$ cat src/rtl/i2c_write_arbiter_if.sv
// rtl/i2c_write_arbiter_if.sv - requester handshakes and I2C master operand bus
// The arbiter takes the slave view; the requesters and the I2C master sit on the master view.
interface i2c_write_arbiter_if;
  logic       i_req0_valid;
  logic [6:0] i_req0_dev;
  logic [7:0] i_req0_addr;
  logic [7:0] i_req0_data;
  logic       o_req0_ready;

  logic       i_req1_valid;
  logic [6:0] i_req1_dev;
  logic [7:0] i_req1_addr;
  logic [7:0] i_req1_data;
  logic       o_req1_ready;

  logic [1:0] o_done;
  logic [1:0] o_timeout;
  logic       o_busy;

  logic       o_i2c_en;
  logic [6:0] o_device_addr;
  logic [7:0] o_data_addr;
  logic [7:0] o_write_data;
  logic       i_done_flag;

  modport slave (
    input  i_req0_valid, i_req0_dev, i_req0_addr, i_req0_data,
    input  i_req1_valid, i_req1_dev, i_req1_addr, i_req1_data,
    input  i_done_flag,
    output o_req0_ready, o_req1_ready,
    output o_done, o_timeout, o_busy,
    output o_i2c_en, o_device_addr, o_data_addr, o_write_data
  );

  modport master (
    output i_req0_valid, i_req0_dev, i_req0_addr, i_req0_data,
    output i_req1_valid, i_req1_dev, i_req1_addr, i_req1_data,
    output i_done_flag,
    input  o_req0_ready, o_req1_ready,
    input  o_done, o_timeout, o_busy,
    input  o_i2c_en, o_device_addr, o_data_addr, o_write_data
  );
endinterface

$ cat src/rtl/i2c_write_arbiter.sv
// rtl/i2c_write_arbiter.sv - round-robin arbiter of two single-byte I2C write requesters
// Holds the master enable until done or timeout, then enforces an idle gap before the next grant.
module i2c_write_arbiter #(
  parameter int GAP_CYCLES     = 1000,
  parameter int TIMEOUT_CYCLES = 65535,
  parameter int CNT_W          = 16
) (
  input  logic               clk,
  input  logic               rst_n,
  i2c_write_arbiter_if.slave bus
);

  localparam int GAP_EFF = (GAP_CYCLES < 1) ? 1 : GAP_CYCLES;
  localparam int TO_EFF  = (TIMEOUT_CYCLES < 1) ? 1 : TIMEOUT_CYCLES;
  localparam logic [CNT_W-1:0] GAP_LAST = CNT_W'(GAP_EFF - 1);
  localparam logic [CNT_W-1:0] TO_LAST  = CNT_W'(TO_EFF - 1);
  localparam logic [CNT_W-1:0] CNT_ONE  = CNT_W'(1);

  typedef enum logic [1:0] {
    ST_IDLE = 2'd0,
    ST_RUN  = 2'd1,
    ST_GAP  = 2'd2
  } state_e;

  state_e           state_q, state_d;
  logic [CNT_W-1:0] cnt_q, cnt_d;
  logic             en_q, en_d;
  logic [6:0]       dev_q, dev_d;
  logic [7:0]       addr_q, addr_d;
  logic [7:0]       data_q, data_d;
  logic             owner_q, owner_d;
  logic             last_q, last_d;
  logic [1:0]       done_q, done_d;
  logic [1:0]       to_q, to_d;

  logic is_idle;
  logic any_valid;
  logic sel;
  logic owner_onehot_hi;

  assign is_idle   = (state_q == ST_IDLE);
  assign any_valid = bus.i_req0_valid | bus.i_req1_valid;

  // Contention goes to whoever was not served last; otherwise the lone requester wins.
  always_comb begin
    sel = 1'b0;
    if (bus.i_req0_valid && bus.i_req1_valid) begin
      sel = ~last_q;
    end else if (bus.i_req1_valid) begin
      sel = 1'b1;
    end
  end

  assign bus.o_req0_ready = is_idle && bus.i_req0_valid && !sel;
  assign bus.o_req1_ready = is_idle && bus.i_req1_valid && sel;

  assign owner_onehot_hi = owner_q;

  always_comb begin
    state_d = state_q;
    cnt_d   = cnt_q;
    en_d    = en_q;
    dev_d   = dev_q;
    addr_d  = addr_q;
    data_d  = data_q;
    owner_d = owner_q;
    last_d  = last_q;
    done_d  = 2'b00;
    to_d    = 2'b00;

    case (state_q)
      ST_IDLE: begin
        if (any_valid) begin
          state_d = ST_RUN;
          en_d    = 1'b1;
          owner_d = sel;
          last_d  = sel;
          cnt_d   = '0;
          if (sel) begin
            dev_d  = bus.i_req1_dev;
            addr_d = bus.i_req1_addr;
            data_d = bus.i_req1_data;
          end else begin
            dev_d  = bus.i_req0_dev;
            addr_d = bus.i_req0_addr;
            data_d = bus.i_req0_data;
          end
        end
      end

      ST_RUN: begin
        // Completion is checked first so a done on the final timeout cycle still counts as done.
        if (bus.i_done_flag) begin
          state_d = ST_GAP;
          en_d    = 1'b0;
          cnt_d   = '0;
          done_d  = owner_onehot_hi ? 2'b10 : 2'b01;
        end else if (cnt_q == TO_LAST) begin
          state_d = ST_GAP;
          en_d    = 1'b0;
          cnt_d   = '0;
          to_d    = owner_onehot_hi ? 2'b10 : 2'b01;
        end else begin
          cnt_d = cnt_q + CNT_ONE;
        end
      end

      ST_GAP: begin
        if (cnt_q == GAP_LAST) begin
          state_d = ST_IDLE;
          cnt_d   = '0;
        end else begin
          cnt_d = cnt_q + CNT_ONE;
        end
      end

      default: begin
        state_d = ST_IDLE;
        en_d    = 1'b0;
        cnt_d   = '0;
      end
    endcase
  end

  always_ff @(posedge clk or negedge rst_n) begin
    if (!rst_n) begin
      state_q <= ST_IDLE;
      cnt_q   <= '0;
      en_q    <= 1'b0;
      dev_q   <= '0;
      addr_q  <= '0;
      data_q  <= '0;
      owner_q <= 1'b0;
      last_q  <= 1'b1;
      done_q  <= 2'b00;
      to_q    <= 2'b00;
    end else begin
      state_q <= state_d;
      cnt_q   <= cnt_d;
      en_q    <= en_d;
      dev_q   <= dev_d;
      addr_q  <= addr_d;
      data_q  <= data_d;
      owner_q <= owner_d;
      last_q  <= last_d;
      done_q  <= done_d;
      to_q    <= to_d;
    end
  end

  assign bus.o_i2c_en      = en_q;
  assign bus.o_device_addr = dev_q;
  assign bus.o_data_addr   = addr_q;
  assign bus.o_write_data  = data_q;
  assign bus.o_done        = done_q;
  assign bus.o_timeout     = to_q;
  assign bus.o_busy        = !is_idle;

endmodule

$ cat src/flat_wrapper.sv
// flat-port wrapper written by rule: the top's interface ports become plain ports
module i2c_write_arbiter_flat 
#(
  parameter int GAP_CYCLES     = 1000,
  parameter int TIMEOUT_CYCLES = 65535,
  parameter int CNT_W          = 16
)
  (clk, rst_n, bus_i_req0_valid, bus_i_req0_dev, bus_i_req0_addr, bus_i_req0_data, bus_i_req1_valid, bus_i_req1_dev, bus_i_req1_addr, bus_i_req1_data, bus_i_done_flag, bus_o_req0_ready, bus_o_req1_ready, bus_o_done, bus_o_timeout, bus_o_busy, bus_o_i2c_en, bus_o_device_addr, bus_o_data_addr, bus_o_write_data);
  i2c_write_arbiter_if bus_i ();
  input  logic clk;
  input  logic rst_n;
  input wire logic [$bits(bus_i.i_req0_valid)-1:0] bus_i_req0_valid;
  input wire logic [$bits(bus_i.i_req0_dev)-1:0] bus_i_req0_dev;
  input wire logic [$bits(bus_i.i_req0_addr)-1:0] bus_i_req0_addr;
  input wire logic [$bits(bus_i.i_req0_data)-1:0] bus_i_req0_data;
  input wire logic [$bits(bus_i.i_req1_valid)-1:0] bus_i_req1_valid;
  input wire logic [$bits(bus_i.i_req1_dev)-1:0] bus_i_req1_dev;
  input wire logic [$bits(bus_i.i_req1_addr)-1:0] bus_i_req1_addr;
  input wire logic [$bits(bus_i.i_req1_data)-1:0] bus_i_req1_data;
  input wire logic [$bits(bus_i.i_done_flag)-1:0] bus_i_done_flag;
  output wire logic [$bits(bus_i.o_req0_ready)-1:0] bus_o_req0_ready;
  output wire logic [$bits(bus_i.o_req1_ready)-1:0] bus_o_req1_ready;
  output wire logic [$bits(bus_i.o_done)-1:0] bus_o_done;
  output wire logic [$bits(bus_i.o_timeout)-1:0] bus_o_timeout;
  output wire logic [$bits(bus_i.o_busy)-1:0] bus_o_busy;
  output wire logic [$bits(bus_i.o_i2c_en)-1:0] bus_o_i2c_en;
  output wire logic [$bits(bus_i.o_device_addr)-1:0] bus_o_device_addr;
  output wire logic [$bits(bus_i.o_data_addr)-1:0] bus_o_data_addr;
  output wire logic [$bits(bus_i.o_write_data)-1:0] bus_o_write_data;
  assign bus_i.i_req0_valid = bus_i_req0_valid;
  assign bus_i.i_req0_dev = bus_i_req0_dev;
  assign bus_i.i_req0_addr = bus_i_req0_addr;
  assign bus_i.i_req0_data = bus_i_req0_data;
  assign bus_i.i_req1_valid = bus_i_req1_valid;
  assign bus_i.i_req1_dev = bus_i_req1_dev;
  assign bus_i.i_req1_addr = bus_i_req1_addr;
  assign bus_i.i_req1_data = bus_i_req1_data;
  assign bus_i.i_done_flag = bus_i_done_flag;
  assign bus_o_req0_ready = bus_i.o_req0_ready;
  assign bus_o_req1_ready = bus_i.o_req1_ready;
  assign bus_o_done = bus_i.o_done;
  assign bus_o_timeout = bus_i.o_timeout;
  assign bus_o_busy = bus_i.o_busy;
  assign bus_o_i2c_en = bus_i.o_i2c_en;
  assign bus_o_device_addr = bus_i.o_device_addr;
  assign bus_o_data_addr = bus_i.o_data_addr;
  assign bus_o_write_data = bus_i.o_write_data;
  i2c_write_arbiter #(.GAP_CYCLES(GAP_CYCLES), .TIMEOUT_CYCLES(TIMEOUT_CYCLES), .CNT_W(CNT_W)) u_core (.clk(clk), .rst_n(rst_n), .bus(bus_i));
endmodule
$ cat config.mk
export PLATFORM = sky130hd
export DESIGN_NAME = i2c_write_arbiter_flat
export DESIGN_NICKNAME = d
export VERILOG_FILES = /design/src/rtl/i2c_write_arbiter_if.sv /design/src/rtl/i2c_write_arbiter.sv /design/src/flat_wrapper.sv
export SDC_FILE = /design/constraint.sdc
export NUM_CORES = 1
export LEC_CHECK = 0
export BUFFER_PORTS_ARGS = -buffer_cell sky130_fd_sc_hd__buf_2
export CAP_MARGIN = 25
export CORE_MARGIN = 2
export CORE_UTILIZATION = 54
export DETAILED_ROUTE_END_ITERATION = 16
export PLACE_DENSITY = 0.92
export SLEW_MARGIN = 30
export SYNTH_ARGS = -nofsm -noshare
export SYNTH_HDL_FRONTEND = slang
export SYNTH_SLANG_ARGS = --single-unit
$ cat constraint.sdc
create_clock -name clk -period 2.98 [get_ports clk]
set_clock_uncertainty 0.05 [all_clocks]
set_input_delay 0.596 -clock clk [delete_from_list [all_inputs] [get_ports clk]]
set_output_delay 0.596 -clock clk [all_outputs]
set_load 0.01 [all_outputs]
==> results of run 1 <==
-- cell type report --
class / instances / area [sq um] / share of cell area, %
Multi-Input combinational cell: 182 / 1190 / 39.6
Timing Repair Buffer: 84 / 430 / 14.3
Tap cell: 52 / 65.1 / 2.16
Inverter: 8 / 30.0 / 0.997
Clock inverter: 1 / 8.76 / 0.291
Sequential cell: 48 / 1200 / 39.9
Clock buffer: 6 / 82.6 / 2.74
-- cell families after synthesis --
kind of cell | Yosys count | synth area share, %
adders and majority gates | 5 | 2.50
and+or+nand+nor | 86 | 18.0
muxes | 26 | 10.5
AOI/OAI and AO/OA | 64 | 15.7
DFF | 48 | 48.0
buffers and inverters | 25 | 4.94
xor gates and xnor gates | 1 | 0.350
-- where the power goes --
| group | internal, mW | total (mW) | switching (mW) |
|---|---|---|---|
| combinational | 0.385 | 0.961 | 0.576 |
| sequential | 0.857 | 0.965 | 0.109 |
| clock | 0.185 | 0.397 | 0.212 |
-- metal layers --
layer | vias up | GRT usage (%) | wire, um
li1 | 1068 | - | -
met4 | 0 | 9.64 | 126
met2 | 89 | 39.7 | 3130
met1 | 1054 | 26.4 | 2270
met3 | 20 | 4.58 | 304
met5 | - | 0 | 0
-- per-stage QoR --
stage               utilization [%]  power [mW]  hold slack, ns  worst slack [ns]  cells
finish                         68.3        2.32           0.247             0.633    381
global route                   68.3        2.49           0.295             0.462    381
CTS                            68.3        2.34           0.269             0.644    381
detailed placement             66.2        1.95           0.415             0.681    374
global placement               66.1        1.89           0.407             0.759    374
floorplan                         -        1.60           0.250              1.03    255
-- worst max path at each step --
| stage | start | to | slack, ns |
|---|---|---|---|
| after global routing | u_core.cnt_q[1] | u_core.cnt_q[7] | 0.46 |
| final | u_core.cnt_q[1] | u_core.cnt_q[8] | 0.63 |
| after CTS | u_core.cnt_q[1] | u_core.cnt_q[3] | 0.64 |
| after floorplan | bus_i_req1_valid | bus_o_req0_ready | 1.03 |
| after detailed placement | u_core.cnt_q[1] | u_core.cnt_q[9] | 0.68 |
| after global placement | u_core.cnt_q[0] | u_core.cnt_q[9] | 0.76 |
-- synth_stat cells (2+ instances only) --
master	count	area share [%]
dfrtp_1	47	47
nand2_1	37	5.5
o21ai_0	31	6.2
mux2i_1	24	9.6
a21oi_1	11	2.2
a31oi_1	10	2.5
nand3_1	10	2.0
nor2_1	10	1.5
buf_2	8	1.6
inv_1	8	1.2
nand4_1	7	1.7
clkbuf_1	6	0.90
ha_1	5	2.5
a41oi_1	3	1.0
and3_1	3	0.75
and4_1	3	1.0
nor3_1	3	0.60
a21o_1	2	0.60
mux2_2	2	0.90
nor4b_1	2	0.70
-- sequential cells by signal (all words and copies together), names as in the netlist --
signal	flops
u_core.bus.o_data_addr	8
u_core.bus.o_device_addr	7
u_core.bus.o_done	2
u_core.bus.o_i2c_en	1
u_core.bus.o_timeout	2
u_core.bus.o_write_data	8
u_core.cnt_q	16
u_core.last_q	1
u_core.owner_onehot_hi	1
u_core.state_q	2
==> impl_summary.md, run 1 <==
Outcome
The run finished with clean final reports.

Clock tree
After clock tree synthesis, the clock-pin slew on the worst setup and hold paths is approximately 0.090 ns. The clock passes through at most 2 buffers. The number of H-tree branching levels is 2. The clock latency on the worst-skew pair is about 0.30 ns. The post-cts hold buffer count is 0.

The count of cells resized by post-cts repair is 0. In this run the post-CTS setup repair buffer count came out at 0. The number of clock sinks is 48. CTS placed an instance of clkbuf_8 at the clock tree root. The total CTS buffers is 5. TritonCTS built the clock tree.

Routing
The routed wire length is ~6000 um. The initial detailed-routing violation count is between 200 and 250. The number of search-and-repair iterations in the first detailed-routing pass is 5. The routed layout has 2231 vias. In this run the remaining antenna-violating nets after routing total 0.

The detailed-route wire length per cell is about 15 um. Using the TritonRoute via totals, the vias-per-cell ratio works out to 5.86. The post-route DRC violation count is 0.

Finish
The number of nets in the final layout is ~390. The most common library cell in the layout ignoring fill and taps is buf_2. The area added between synthesis and finish is 20.3%. The repair_antennas step left the layout with diodes totalling 0.

The top cell types in the final layout, fill and taps aside, are buf_2, dfrtp_1, nand2_1. The fraction of layout instances using a drive strength above 1 is between 30% and 40%. The final design instance area without fill is between 3000 and 4000 sq um. Fill cells in the final layout number between 300 and 400.

STA
The total setup violations reported at the end of the flow is 0. Summed over all failing endpoints, the final setup total negative slack is 0 ns. Setup repair after global routing left no endpoint under its margin. The number of hold violations in the final report is 0.

For this run, the top clock speed supported by timing is roughly 430 MHz. The final cycle utilization of the critical path is around four fifths. The time the worst path needs with I/O delays and setup is roughly 2.3 ns. The worst slew slack as a fraction of its limit is between 40% and 50%.

The number of pins with negative max-slew slack in the final report came to 0. The transition time at the pin with the least slew margin is roughly 0.81 ns.

Worst hold path
The path class of the tightest hold or removal check is input pin to asynchronous set/reset pin.

Job
The max-cap violation count is 0.

Floorplan
The placeable core region is about 4400 sq um. The number of rows in the core area is 24. The chip height is between 70 and 80 um. Pin placement for this block handled 82 I/O pins. The die width is 72.1 um. The die covers between 5000 and 6000 sq um. For this configuration, the core starts out at a cell density of a little under three fifths.

Global routing
Global routing used between 20% and 30% of the available tracks across all layers. Entering global routing, the biggest net connects slightly below 50 pins. The number of global-route vias before repair is roughly 2100. The initial antenna violation count is 0. The wire length of the first global-routing pass is approximately 9300 um. For this run the aggregate overflow at the end of global routing stands at 0.

Setup path
The critical path is of the flip-flop to flip-flop type. Of all nets on the critical path, the largest fanout is 20. The depth of the worst register-to-register path is 6. The number of buffers and inverters on the critical path is 0. The required time at the endpoint of the critical path is roughly 3.2 ns. Grouping stages by cell kind, the critical path spends the most delay in compound AO/OA/AOI/OAI gates. The kind of end point of the critical path is a flip-flop. For this run, the slowest stage of the critical path takes approximately 0.66 ns. The instance count on the critical path is 6.

In this run the critical register-to-register path is launched from u_core.cnt_q[1]. The setup slack of the most critical reg-to-reg path is ~0.63 ns. The signal on the critical path passes through ha_1 > nor4b_1 > a41o_1 > a21oi_2 > o21ai_0 > a31oi_1. The worst register-to-register path ends at u_core.cnt_q[8]. STA classifies the critical path startpoint as a flip-flop. On the critical path, the stage with the largest delay is an instance of a21oi_2. The data arrival time of the critical path is ~2.5 ns.

Placed design
The HPWL after detailed placement is approximately 4300 um. The last weighted congestion value of the routability-driven placer is around 0.89. The number of buffers inserted by port buffering is 81. In this run the cell area measured after placement is just under 3000 sq um.

Synthesis
Synthesis handed over a netlist of roughly 260 instances. The mapped netlist covers between 2000 and 3000 sq um. Counting flops with a built-in enable in the synthesized netlist gives 0. In this run, synthesis produced a sequential element count of between 40 and 50. The number of warnings issued by yosys is 0. For this run, asynchronously set or reset flops after synthesis account for 100%. Dividing the synthesized area by the synthesized cell count gives just under 10 sq um. The number of nets in the synthesized netlist is between 300 and 400. The number of distinct standard cells referenced by the synthesized netlist is between 40 and 50. The primary flip-flop cell chosen by synthesis mapping is dfrtp_1. The sequential-to-total area share from yosys stat is between 40% and 50%.

Pwr
In this run the static leakage power is about 1.5 nW. The maximum vdd ir drop is 0.435 mV. The power per standard cell area is ~770 nW/um^2.
Note: power is estimated with default switching activity, not from simulation.
==> inputs of run 2 (changes only) <==
--- a/config.mk
+++ b/config.mk
@@ -5,12 +5,13 @@
 export SDC_FILE = /design/constraint.sdc
 export NUM_CORES = 1
 export LEC_CHECK = 0
+export ABC_AREA = 1
 export BUFFER_PORTS_ARGS = -buffer_cell sky130_fd_sc_hd__buf_2
 export CAP_MARGIN = 25
 export CORE_MARGIN = 2
-export CORE_UTILIZATION = 54
+export CORE_UTILIZATION = 50
 export DETAILED_ROUTE_END_ITERATION = 16
-export PLACE_DENSITY = 0.92
+export PLACE_DENSITY = 0.87
 export SLEW_MARGIN = 30
 export SYNTH_ARGS = -nofsm -noshare
 export SYNTH_HDL_FRONTEND = slang
==> constraint.sdc (replaced) <==
create_clock -name clk -period 2.3 [get_ports clk]
set_clock_uncertainty 0.05 [all_clocks]
set_input_delay 0.46 -clock clk [delete_from_list [all_inputs] [get_ports clk]]
set_output_delay 0.46 -clock clk [all_outputs]
set_load 0.01 [all_outputs]
==> impl_summary.md, run 2 <==
Finish
The sequential cell area in the final layout is 1200 sq um (unchanged). The number of fill cells in the layout came to 420 (+28%). The antenna diode instance count is 0 (unchanged). The final design instance area without fill is 3100 sq um (+2.9%). The number of flip-flops under the largest register name was 16 (unchanged). In the layout the commonest cells are nand2_1, buf_2, nor2_1. The final cell utilization of the core is 65.2% (-3.1 points). Relative to the synthesized area, the layout overhead comes to 24.8%. The area used by multi-input combinational logic was 1160 sq um (-3.0%). The number of nets in the final layout came to 461 (+20%). Leaving out fill and tap cells, the most frequent cell in the layout is nand2_1. Counting flops per register, the top entry is u_core.cnt_q. The final instance count without filler cells came to 473 (+24%). The fraction of layout instances using a drive strength above 1 is 25.6% (-5.4 points).

Synthesis
The number of enable flip-flop cells after synthesis is 0 (unchanged). The primary flip-flop cell chosen by synthesis mapping is dfrtp_1. The synthesized net count came to 379 (+22%). The commonest cells after synthesis are nand2_1, nor2_1, dfrtp_1. The share of flip-flops with an asynchronous set or reset after synthesis is 100% (unchanged).

Sorting the synthesized cells by area gives the leading types as dfrtp_1, nand2_1, nor2_1. The number of warnings issued by yosys is 0 (unchanged). Of all cell types, the one taking the most synthesized area is dfrtp_1. The synthesized cell area is 2480 sq um (-0.85%). The number of storage elements in the synthesis netlist was 48 (unchanged). The most frequently used cell type in the post-synthesis netlist is nand2_1. The sequential-to-total area share from yosys stat is 48.4% (+0.41 points). The post-synthesis average cell area was 7.69 sq um (-22%). The area share of the largest cell type after synthesis is 47.4% (+0.40 points). The number of distinct standard cells referenced by the synthesized netlist was 24 (-44%). The number of instances in the synthesized netlist is 323 (+27%).

Clock tree
The root cell of the clock tree is clkbuf_8. The maximum buffer depth of the clock tree was 2 (unchanged). The count of cells resized by post-cts repair is 0 (unchanged). The number of post-CTS setup repair buffers was 0 (unchanged). The clock-pin slew of the registers on the worst-case setup and hold paths is 0.09 ns (about the same).

The total CTS buffers came to 5 (unchanged). The post-cts hold buffer count was 0 (unchanged). The number of clock sinks came to 48 (unchanged).

TritonCTS built the clock tree. The number of H-tree branching levels came to 2 (unchanged). The clock latency on the worst-skew pair was 0.30 ns (about the same).

Pwr
The fraction of power spent switching nets is 37.6% (-0.95 points). The power per standard cell area was 1060 nW/um^2 (+37%). The cell-internal power is 2.04 mW (+43%). The clock network fraction of design power is 22.2% (+5.1 points).

The net switching power was 1.23 mW (+38%). The combinational fraction of design power is 39.3% (-2.1 points). The fraction of power consumed by sequential logic is 38.5% (-3.1 points). The static leakage is 1.49 nW (about the same). The total power is 3.28 mW (+41%).

The maximum vdd ir drop is 0.524 mV (+21%).

STA
The number of pins with negative max-slew slack in the final report is 0 (unchanged). The worst setup slack after layout is 0.407 ns (-0.226 ns). The final cycle utilization of the critical path is 82.3%. Timing would allow up to 528 MHz. The final hold slack is 0.188 ns (-0.0591 ns). The number of hold violations in the final report came to 0 (unchanged). Setup repair after global routing left no endpoint under its margin. The total setup violations reported at the end of the flow was 0 (unchanged). The transition time at the pin with the least slew margin is 0.597 ns (-0.211 ns).

The worst slew slack as a fraction of its limit is 60.2% (+14 points). The total negative slack is 0 ns (unchanged). The time the worst path needs with I/O delays and setup is between 1.5 and 2 ns.

Global routing
The pin count of the biggest net entering global routing is 49 (unchanged). The total congestion overflow after global routing is 0 (unchanged). The wire length of the first global-routing pass is 9520 um (+2.3%). The initial antenna violation count is 0 (unchanged). The global router's overall resource usage is 22.0% (-0.43 points). The number of global-route vias before repair is 2287 (+6.7%).

Setup path
The worst register-to-register path ends at u_core.bus.o_device_addr[3]. The launching instance or port of the critical path is u_core.state_q[0]. The kind of end point of the critical path is a primary output.

The setup slack of the most critical reg-to-reg path is 0.52 ns (-0.11 ns). The required time at the endpoint of the critical path is 1.79 ns (-1.36 ns). The worst register-to-register path begins at u_core.state_q[0]. The critical path start-end classification is flip-flop to primary output.

The depth of the worst register-to-register path came to 7 (+1). The worst setup path is launched from a flip-flop. The maximum fanout along the worst path is 5 (-75%). The data arrival time of the critical path is 1.38 ns (-1.13 ns).

Routing
The remaining antenna violation count after routing was 0 (unchanged). The initial detailed-routing violation count is 161 (-31%). The routed via count was 2443 (+9.5%). The number of search-and-repair iterations in the first detailed-routing pass is 4 (-1). The detailed-route wire length per cell is 12.5 um (-19%). The post-route DRC violation count is 0 (unchanged). The number of vias per cell is 5.16 (-12%). The routed wire length came to 5900 um (+1.1%).

Floorplan
The number of rows in the core area was 25 (+4.2%). The number of primary I/O pins came to 82 (unchanged). The placeable core region is 4750 sq um (+7.7%). The die width was 74.5 um (+3.3%). The overall die area came to 5550 sq um (+6.7%). The effective utilization at floorplan is 52.2% (-4.5 points). The chip height is 74.5 um (+3.3%).

Placed design
The worst-case setup slack after placement is 0.554 ns (-0.127 ns). The HPWL after detailed placement came to 4350 um (about the same). The last weighted congestion value of the routability-driven placer came to 0.945 (+5.7%). The post-placement cell area is 2960 sq um (+1.4%). The number of buffers inserted by port buffering is 81 (unchanged).

The number of instances in the placed design came to 465 (+24%).

Worst hold path
The path class of the lowest-slack min-delay path is input pin to asynchronous set/reset pin.

Job
The max-cap violation count came to 0 (unchanged).

Outcome
The flow ran to the end, and the final reports show no timing, DRC or antenna violations.
==> run 2: how the worst max path moves through the flow <==
stage | to | slack (ns) | depth (start not counted)
2_1_floorplan | bus_o_req0_ready | 0.66 | 5
3_3_place_gp | u_core.cnt_q[5] | 0.58 | 7
3_5_place_dp | u_core.cnt_q[5] | 0.55 | 7
4_1_cts | bus_o_req1_ready | 0.40 | 5
5_1_grt | bus_o_req1_ready | 0.29 | 5
6_report | bus_o_req1_ready | 0.41 | 5
==> run 2: power by group through the flow <==
stage	Clock, mW	Sequential, mW	Combinational (mW)
finish	0.729	1.26	1.29
global route	0.777	1.30	1.46
CTS	0.744	1.26	1.30
detailed placement	0	1.28	1.29
global placement	0	1.27	1.26
floorplan	0	1.37	0.726
==> run 2: critical path, stage by stage (launching register included) <==
cell and delay (ns):
dfrtp_1 0.41, inv_1 0.09, ha_1 0.19, inv_1 0.10, nor2_1 0.14, buf_2 0.15
==> run 2: area by class of cell <==
class	instances	area share, %
multi-input combinational	244	37.3
sequential	48	38.8
timing repair buffer	86	14.3
clock inverter	3	2.22
tap	67	2.70
clock buffer	5	2.22
inverter	20	2.42
==> run 2: routing by layer <==
metal  vias up  wire length, um  GRT usage (%)
li1       1209                -              -
met1      1131             2500           26.3
met2        93             2970           37.6
met3        10              332           5.69
met4         0               97           9.52
met5         -                0              0
==> run 2: kinds of logic (layout without fill, tap and decap cells) <==
group | after synthesis | count (layout) | synth area share [%]
buf+inv | 31 | 114 | 5.09
fa+ha+maj | 5 | 5 | 2.52
compound gates | 48 | 48 | 11.1
flops | 48 | 48 | 48.4
xor+xnor | 9 | 9 | 3.17
simple gates | 182 | 182 | 29.7
==> inputs of run 3 (changes only) <==
--- a/config.mk
+++ b/config.mk
@@ -5,7 +5,7 @@
 export SDC_FILE = /design/constraint.sdc
 export NUM_CORES = 1
 export LEC_CHECK = 0
-export ABC_AREA = 1
+export ABC_AREA = 0
 export BUFFER_PORTS_ARGS = -buffer_cell sky130_fd_sc_hd__buf_2
 export CAP_MARGIN = 25
 export CORE_MARGIN = 2
==> constraint.sdc (replaced) <==
create_clock -name clk -period 1.9 [get_ports clk]
set_clock_uncertainty 0.05 [all_clocks]
set_input_delay 0.38 -clock clk [delete_from_list [all_inputs] [get_ports clk]]
set_output_delay 0.38 -clock clk [all_outputs]
set_load 0.01 [all_outputs]
==> impl_summary.md, run 3 (synthesis gave the netlist of run 1 again) <==
Floorplan
The number of primary I/O pins is 82 (unchanged). The number of rows in the core area is 25 (unchanged). The placeable core region is 4790 sq um (+0.66%).

The overall die area is 5590 sq um (+0.81%). The effective utilization at floorplan was 52.3% (+0.10 points). The die width is 74.8 um (+0.40%). The chip height was 74.8 um (+0.40%).

Routing
The initial detailed-routing violation count is 126 (-22%). The number of search-and-repair iterations in the first detailed-routing pass was 4 (unchanged). The number of vias per cell is 5.42 (+4.8%).

The remaining antenna violation count after routing came to 0 (unchanged). The post-route DRC violation count was 0 (unchanged). The routed wire length is 6330 um (+7.4%).

The detailed-route wire length per cell came to 15.1 um (+21%). The routed via count came to 2269 (-7.1%).

STA
The number of pins with negative max-slew slack in the final report was 0 (unchanged). The smallest clock period supported by the final layout is computed as slightly below 2 ns. The worst setup slack after layout is -0.0774 ns (-0.484 ns). Setup repair after global routing could not meet its margin everywhere. The transition time at the pin with the least slew margin is 0.728 ns (+0.131 ns).

The worst slew slack as a fraction of its limit came to 51.4% (-8.8 points). The total negative slack is -0.379 ns (-0.379 ns). The number of hold violations in the final report is 21 (+21).

The final hold slack is -0.0108 ns (-0.199 ns). The total setup violations reported at the end of the flow came to 11 (+11). Based on the critical path, the design can be clocked at up to between 500 and 600 MHz.

The final cycle utilization of the critical path is 104%.

Placed design
The number of buffers inserted by port buffering is 81 (unchanged). The last weighted congestion value of the routability-driven placer is 0.866 (-8.4%). The number of instances in the placed design came to 404 (-13%).

The post-placement cell area was 3090 sq um (+4.3%). The worst-case setup slack after placement was -0.0416 ns (-0.596 ns). The HPWL after detailed placement was 4420 um (+1.7%).

Global routing
The total congestion overflow after global routing was 0 (unchanged). The pin count of the biggest net entering global routing is 49 (unchanged). The number of global-route vias before repair was 2069 (-9.5%). The wire length of the first global-routing pass is 9060 um (-4.8%). The global router's overall resource usage came to 21.2% (-0.84 points). The initial antenna violation count is 0 (unchanged).

Setup path
The depth of the worst register-to-register path was 9 (+2). The critical register-to-register path endpoint is u_core.cnt_q[3]. The maximum fanout along the worst path came to 4 (-1). The required time at the endpoint of the critical path is 2.01 ns (+0.22 ns). The startpoint identified for the worst register-to-register timing path is u_core.cnt_q[0].

The critical path start-end classification is flip-flop to flip-flop. In this run the worst setup path begins at u_core.cnt_q[0]. The setup slack of the most critical reg-to-reg path is -0.08 ns (-0.60 ns). The worst stage delay on the critical path is 0.41 ns (about the same). The nature of the critical path startpoint is a flip-flop. Traced cell by cell, the critical path runs through inv_2 > ha_4 > nand3_4 > o41ai_4 > buf_4 > a21oi_4 > buf_4 > a41oi_2 > a31oi_1. The cell with the most instances on the worst path is buf_4.

The data arrival time of the critical path is 2.09 ns (+0.71 ns). The cell with the largest stage delay on the worst path is dfrtp_1. The kind of end point of the critical path is a flip-flop.

Clock tree
The maximum buffer depth of the clock tree is 2 (unchanged). The root cell of the clock tree is clkbuf_8. The number of clock sinks is 48 (unchanged). The clock latency on the worst-skew pair is 0.30 ns (about the same).

The number of H-tree branching levels came to 2 (unchanged). The post-cts hold buffer count is 0 (unchanged). The total CTS buffers was 5 (unchanged).

The clock-pin slew of the registers on the worst-case setup and hold paths is 0.09 ns (about the same). The TritonCTS clock tree is done.

Pwr
The clock network fraction of design power is 18.8% (-3.4 points). The maximum vdd ir drop was 0.728 mV (+39%). The cell-internal power came to 2.59 mW (+27%). The static leakage came to 1.63 nW (+9.4%). The net switching power came to 1.53 mW (+24%).

The fraction of power spent switching nets was 37.2% (-0.45 points). The total power came to 4.12 mW (+26%). The combinational fraction of design power is 44.3% (+5.0 points). The fraction of power consumed by sequential logic is 36.8% (-1.7 points).

The power per standard cell area is 1210 nW/um^2 (+15%).

Finish
The final design instance area without fill is 3400 sq um (+9.7%). Relative to the synthesized area, the layout overhead comes to 35.8%. The number of nets in the final layout is 407 (-12%). The library cell used most frequently in the layout, excluding fill and tap cells, is buf_2.

The fraction of layout instances using a drive strength above 1 is 42.6% (+17 points). The register with the most flip-flops in the final layout is u_core.cnt_q. The top cell types in the final layout, fill and taps aside, are buf_2, dfrtp_1, nand2_1. The final cell utilization of the core is 71.1% (+5.9 points). The antenna diode instance count is 0 (unchanged).

The number of flip-flops under the largest register name is 16 (unchanged). The final instance count without filler cells is 419 (-11%).

Outcome
The checks that failed: hold timing, setup timing. The run finished, with violations left.

Worst hold path
The path class of the lowest-slack min-delay path is input pin to asynchronous set/reset pin.

Job
The max-cap violation count is 0 (unchanged).
[run 3: cell types whose count changed in the layout (fill, tap and decap cells not counted), sizes merged, moves of 13 or more]
cell   delta
a31oi    -13
buf      +20
mux2i    +24
nand2    -69
nor2     -48
o21ai    +14
[run 3: worst max-delay path by stage]
stage | endpoint | slack [ns] | cells past startpoint
6_report | u_core.cnt_q[3] | -0.08 | 9
5_1_grt | u_core.cnt_q[3] | -0.14 | 9
4_1_cts | u_core.state_q[1] | -0.01 | 5
3_5_place_dp | u_core.cnt_q[8] | -0.04 | 8
3_3_place_gp | u_core.state_q[1] | 0.05 | 7
2_1_floorplan | u_core.cnt_q[14] | 0.04 | 8
[run 3: metal layers]
layer  share of wire [%]  up-vias  track usage, %  wire [um]
met2                  54       68            38.2       3440
met5                   0        -               0          0
met1                  40     1079            25.1       2540
li1                    -     1113               -          -
met4                 1.9        0            9.13        119
met3                 3.7        9            3.21        232
[run 3: critical path, delay by kind of cell, from the launching register on]
| family | cells | cell delay (ns) |
|---|---|---|
| flops | 1 | 0.41 |
| buf+inv | 3 | 0.44 |
| compound gates | 4 | 0.70 |
| simple gates | 1 | 0.09 |
| fa+ha+maj | 1 | 0.15 |
[run 3: area by class of cell]
cell class / count / area [sq um]
flip-flops and latches: 48 / 1210
fillers: 325 / 1390
inverters: 8 / 30.0
clock buffers: 6 / 82.6
well taps: 67 / 83.8
clock inverters: 2 / 38.8
repair buffers: 106 / 638
multi-input cells: 182 / 1320
[run 3: what timing repair did]
action                     4_1_cts  5_1_grt
setup buffers                    4        3
pin swaps                        5        4
setup endpoints to repair        8       20
resized for setup                9       24
[run 3: power by group through the flow]
stage	registers (mW)	clock network [mW]	logic, mW
floorplan	1.65	0	0.863
finish	1.52	0.776	1.83
global placement	1.52	0	1.55
global route	1.56	0.836	2.01
CTS	1.51	0.786	1.71
detailed placement	1.54	0	1.62
